## src/rtl/rgb_hue_sequencer.sv

```systemverilog
// rtl/rgb_hue_sequencer.sv - six-phase RGB hue wheel sequencer with compare-based PWM outputs
module rgb_hue_sequencer #(
    parameter int MAX_DUTY = 10,
    parameter int HOLD     = 4,
    parameter int W        = 4
) (
    input  logic         CLK,
    input  logic         CLR_N,
    input  logic         CE_IN,
    input  logic         EN,
    input  logic         DIR_CNT,
    output logic [W-1:0] DUTY_R,
    output logic [W-1:0] DUTY_G,
    output logic [W-1:0] DUTY_B,
    output logic [2:0]   PHASE,
    output logic         STEP_PULSE,
    output logic         LED_R,
    output logic         LED_G,
    output logic         LED_B
);

    localparam int            HW       = (HOLD > 1) ? $clog2(HOLD) : 1;
    localparam logic [W-1:0]  FULL     = W'(MAX_DUTY);
    localparam logic [W-1:0]  TOP      = W'(MAX_DUTY - 1);
    localparam logic [HW-1:0] HOLD_TOP = HW'(HOLD - 1);

    typedef enum logic [2:0] {
        PH_RED     = 3'd0,
        PH_YELLOW  = 3'd1,
        PH_GREEN   = 3'd2,
        PH_CYAN    = 3'd3,
        PH_BLUE    = 3'd4,
        PH_MAGENTA = 3'd5
    } phase_t;

    phase_t        phase, phase_nxt;
    logic [W-1:0]  slot;
    logic [W-1:0]  level, level_nxt;
    logic [HW-1:0] hold;
    logic          period_end;
    logic          step;
    logic [W-1:0]  up, dn;
    logic [W-1:0]  duty_r_nxt, duty_g_nxt, duty_b_nxt;

    assign PHASE = phase;

    // Step fires on the last slot of the last held period; EN gates the hold count only
    always_comb begin
        period_end = CE_IN && (slot == TOP);
        step       = period_end && EN && (hold == HOLD_TOP);
    end

    // Phase/level register: the hue wheel position
    always_ff @(posedge CLK or negedge CLR_N) begin
        if (!CLR_N) begin
            phase <= PH_RED;
            level <= '0;
        end else begin
            phase <= phase_nxt;
            level <= level_nxt;
        end
    end

    // Next wheel position: one level per step, crossing into the neighbouring phase at the ends
    always_comb begin
        phase_nxt = phase;
        level_nxt = level;
        if (step) begin
            if (!DIR_CNT) begin
                if (level == TOP) begin
                    level_nxt = '0;
                    case (phase)
                        PH_RED:     phase_nxt = PH_YELLOW;
                        PH_YELLOW:  phase_nxt = PH_GREEN;
                        PH_GREEN:   phase_nxt = PH_CYAN;
                        PH_CYAN:    phase_nxt = PH_BLUE;
                        PH_BLUE:    phase_nxt = PH_MAGENTA;
                        default:    phase_nxt = PH_RED;
                    endcase
                end else begin
                    level_nxt = level + 1'b1;
                end
            end else begin
                if (level == '0) begin
                    level_nxt = TOP;
                    case (phase)
                        PH_RED:     phase_nxt = PH_MAGENTA;
                        PH_YELLOW:  phase_nxt = PH_RED;
                        PH_GREEN:   phase_nxt = PH_YELLOW;
                        PH_CYAN:    phase_nxt = PH_GREEN;
                        PH_BLUE:    phase_nxt = PH_CYAN;
                        default:    phase_nxt = PH_BLUE;
                    endcase
                end else begin
                    level_nxt = level - 1'b1;
                end
            end
        end
    end

    // Duty mapping of the next position; rising channel follows level, falling channel its complement
    always_comb begin
        up         = level_nxt;
        dn         = FULL - level_nxt;
        duty_r_nxt = FULL;
        duty_g_nxt = '0;
        duty_b_nxt = '0;
        case (phase_nxt)
            PH_RED:     begin duty_r_nxt = FULL; duty_g_nxt = up;   duty_b_nxt = '0;   end
            PH_YELLOW:  begin duty_r_nxt = dn;   duty_g_nxt = FULL; duty_b_nxt = '0;   end
            PH_GREEN:   begin duty_r_nxt = '0;   duty_g_nxt = FULL; duty_b_nxt = up;   end
            PH_CYAN:    begin duty_r_nxt = '0;   duty_g_nxt = dn;   duty_b_nxt = FULL; end
            PH_BLUE:    begin duty_r_nxt = up;   duty_g_nxt = '0;   duty_b_nxt = FULL; end
            PH_MAGENTA: begin duty_r_nxt = FULL; duty_g_nxt = '0;   duty_b_nxt = dn;   end
            default:    begin duty_r_nxt = FULL; duty_g_nxt = '0;   duty_b_nxt = '0;   end
        endcase
    end

    // Slot and hold counters; duty changes only with a step, which always lands on the slot wrap
    always_ff @(posedge CLK or negedge CLR_N) begin
        if (!CLR_N) begin
            slot       <= '0;
            hold       <= '0;
            STEP_PULSE <= 1'b0;
            DUTY_R     <= FULL;
            DUTY_G     <= '0;
            DUTY_B     <= '0;
        end else begin
            if (CE_IN)
                slot <= (slot == TOP) ? '0 : slot + 1'b1;
            if (period_end && EN)
                hold <= (hold == HOLD_TOP) ? '0 : hold + 1'b1;
            STEP_PULSE <= step;
            DUTY_R     <= duty_r_nxt;
            DUTY_G     <= duty_g_nxt;
            DUTY_B     <= duty_b_nxt;
        end
    end

    // PWM compare outputs, one cycle behind the slot counter
    always_ff @(posedge CLK or negedge CLR_N) begin
        if (!CLR_N) begin
            LED_R <= 1'b0;
            LED_G <= 1'b0;
            LED_B <= 1'b0;
        end else begin
            LED_R <= EN && (slot < DUTY_R);
            LED_G <= EN && (slot < DUTY_G);
            LED_B <= EN && (slot < DUTY_B);
        end
    end

endmodule

```

## config.mk

```make
export PLATFORM = sky130hd
export DESIGN_NAME = rgb_hue_sequencer
export DESIGN_NICKNAME = d
export VERILOG_FILES = /design/src/rtl/rgb_hue_sequencer.sv
export SDC_FILE = /design/constraint.sdc
export NUM_CORES = 1
export LEC_CHECK = 0
export ABC_AREA = 1
export CAP_MARGIN = 20
export CORE_ASPECT_RATIO = 1.4
export CORE_MARGIN = 2
export CORE_UTILIZATION = 50
export CTS_BUF_LIST = sky130_fd_sc_hd__clkbuf_4
export CTS_CLUSTER_SIZE = 20
export DETAILED_ROUTE_END_ITERATION = 10
export PLACE_DENSITY = 0.74
export SYNTH_ARGS = -nofsm -noshare
export SYNTH_HDL_FRONTEND = slang
export SYNTH_SLANG_ARGS = --single-unit
```

## constraint.sdc

```tcl
create_clock -name CLK -period 2.29 [get_ports CLK]
set_input_delay 0.687 -clock CLK [delete_from_list [all_inputs] [get_ports CLK]]
set_output_delay 0.687 -clock CLK [all_outputs]
set_load 0.005 [all_outputs]
```

==> impl_metrics.env <==
export IMPL_status="finished clean"
export IMPL_worstSetupStartpointType="input pin"
export IMPL_worst_setup_path_type="input pin to flop"
export IMPL_grt_total_usage_pct=21.15
export IMPL_drive_above_1_share_pct=27.01
export IMPL_stdcell_area_sq_um=2355
export IMPL_hold_class="flop to flop"
export IMPL_syn_inst=223
export IMPL_synth_compound_area_share_pct=10.43
export IMPL_grt_pass1_wl_mm=7.169
export IMPL_hold_ws_ns=0.5014
export IMPL_path_clk_slew_ns=0.09
export IMPL_power_density_nw_per_um2=615.3
export IMPL_setup_viol=0
export IMPL_antenna_found_initial=0
export IMPL_synth_top_area_cell="dfrtp_1"
export IMPL_wl_per_cell_um=12.55
export IMPL_grt_overflow=0
export IMPL_num_rows=26
export IMPL_ant_nets=0
export IMPL_coreArea_sq_um=3611
export IMPL_crit_arrival_ns=2.39
export IMPL_nets=290
export IMPL_drv_slew=0
export IMPL_yosysUniqueCellTypes=33
export IMPL_synth_top_area_share_pct=36.12
export IMPL_die_y_um=76.37
export IMPL_hold_viol_final=0
export IMPL_synth_area_leaders="dfrtp_1, nand2_1, ha_1"
export IMPL_grt_max_degree=30
export IMPL_root_buffer="clkbuf_4"
export IMPL_skew_ns=0.006865
export IMPL_place_area_sq_um=2267
export IMPL_drt_total_wl_mm=3.967
export IMPL_area_delta_synth_final_pct=25.89
export IMPL_via_per_inst=5.149
export IMPL_multiInputGateArea_sq_um=958.4
export IMPL_cap_viol_max_count=0
export IMPL_fmax_ghz=0.4569
export IMPL_drt_initial_drc_count=38
export IMPL_p_total_mw=1.449
export IMPL_p_leak_nw=1.250
export IMPL_cts_tree="done"
export IMPL_vias=1627
export IMPL_synth_seq_cells=29
export IMPL_synthSimpleGateAreaFrac_pct=32.31
export IMPL_ff2ff_setup_slack_ns=0.33
export IMPL_yosys_area_share_adder_pct=7.358
export IMPL_peakVddDrop_mv=0.4626
export IMPL_clock_latency_ns=0.32
export IMPL_synthMuxAreaShare_pct=0
export IMPL_dieArea_sq_um=4253
export IMPL_cts_made_buffers=5
export IMPL_io_pins=24
export IMPL_netlist_area_sq_um=1871
export IMPL_avgSynthCellArea_sq_um=8.388
export IMPL_grt_pass1_vias=1675
export IMPL_dpl_worst_slack_ns=-0.2039
export IMPL_tns_ns=0
export IMPL_hold_end="hold[1]"
export IMPL_utilization_pct=65.21
export IMPL_n_antenna_cell=0
export IMPL_port_buffers=23
export IMPL_drc=0
export IMPL_r2r_start="slot[3]"
export IMPL_final_period_utilization_pct=95.58
export IMPL_path_max_fanout=7
export IMPL_clk_path_buf_depth=2
export IMPL_cts_sinks=29
export IMPL_fillCellCount=314
export IMPL_fin_cells=316
export IMPL_r2r_cells=13
export IMPL_relSlewSlack_pct=74.95
export IMPL_yosysWarnings=0
export IMPL_dp_cells=305
export IMPL_cp_end_kind="flop"
export IMPL_worst_pin_slew_ns=0.3663
export IMPL_die_x_um=55.70
export IMPL_crit_required_ns=2.49
export IMPL_regArea_sq_um=728.2
export IMPL_final_setup_worst_slack_ns=0.1013
export IMPL_synth_nets=239
export IMPL_gp_congestion=0.9362
export IMPL_cts_htree_levels=2
export IMPL_synth_xor_area_share_pct=0.8696
export IMPL_seq_area_frac_synth_pct=38.93
export IMPL_holdPathStages=2
export IMPL_dr_pass1_iters=4
export IMPL_worstReg2RegEnd="DUTY_B[3]"
export IMPL_synth_top_family_by_area="simple AND/OR/NAND/NOR gates"
export IMPL_min_period_ns=2.189
export IMPL_min_from="hold[1]"
export IMPL_hpwlAfterDp_mm=3.132
export IMPL_start_util_pct=51.80
==> cells in the mapped netlist (all sizes together) <==
cell type	count
a2111oi	3
a21boi	3
a21oi	3
a311oi	1
a32o	1
buf	2
clkbuf	1
dfrtp	27
dfstp	2
ha	11
inv	40
nand2	59
nand3	27
nand4	3
nor2	24
o211a	3
o211ai	2
o21a	1
o21ai	6
o22ai	3
xor2	1
==> registers in the layout, summed over array words and instances (netlist names) <==
| register | cells |
|---|---|
| LED_B | 1 |
| slot | 4 |
| LED_R | 1 |
| DUTY_G | 4 |
| STEP_PULSE | 1 |
| level | 4 |
| DUTY_R | 4 |
| PHASE | 3 |
| DUTY_B | 4 |
| hold | 2 |
| LED_G | 1 |
==> repair_timing <==
item,4_1_cts,5_1_grt
endpoints found under the setup margin,0,2
setup buffers,0,4
hold buffers,0,0
resized for setup,0,3
==> cells in the final DEF, fill, tap and decap left out, drive strengths merged <==
cell type and instances:
a2111oi 3, a21boi 3, a21oi 3, a311oi 1
a32o 1, buf 24, clkbuf 6, clkdlybuf4s50 23
clkinv 1, dfrtp 27, dfstp 2, ha 11
inv 40, nand2 59, nand3 27, nand4 3
nor2 24, o211a 3, o211ai 2, o21a 1
o21ai 6, o22ai 3, xor2 1
==> worst max-delay path, stage by stage <==
cell and delay, ns:
clkdlybuf4s50_1 0.48, nand2_1 0.07, inv_2 0.06, nand3_4 0.10, nor2_8 0.19, buf_6 0.16
nand2_1 0.07, nand2_2 0.08, buf_4 0.11, nand2_2 0.05, nand2_1 0.06, nand2_2 0.06
nand3_1 0.10, nand3_1 0.09
==> report_power, final <==
group          switching [mW]  internal (mW)
registers              0.0876          0.597
logic                   0.240          0.238
clock network           0.163          0.123
==> area by class of cell <==
type                            instances  area share, %
Sequential cell                        29          30.92
Multi-Input combinational cell        151          40.70
Clock buffer                            6          1.913
Inverter                               40          6.482
Clock inverter                          1         0.1594
Timing Repair Buffer                   47          17.59
Tap cell                               42          2.232
==> cells by family after synthesis <==
family	count (synthesis)
buffers and inverters	43
AND/OR/NAND/NOR	113
adder cells (fa/ha/maj)	11
AO/OA/AOI/OAI	26
XOR/XNOR	1
flip-flops	29
==> worst max path at each step <==
stage                      to  cells past startpoint  startpoint  slack [ns]
detailed placement  DUTY_B[3]                     12          EN       -0.20
global placement    DUTY_B[3]                     12          EN       -0.20
CTS                 DUTY_B[3]                     13          EN        0.15
global route        DUTY_B[3]                     11       CE_IN       -0.02
finish              DUTY_B[3]                     14          EN        0.10
floorplan           DUTY_B[2]                     11       CE_IN        0.35
==> routing by layer <==
metal / share of wire, % / GRT usage, %
met1: 42 / 23.36
met2: 52 / 39.52
met3: 3.1 / 3.735
met4: 2.5 / 7.561
met5: 0 / 0
(Power assumes the default switching activity.)
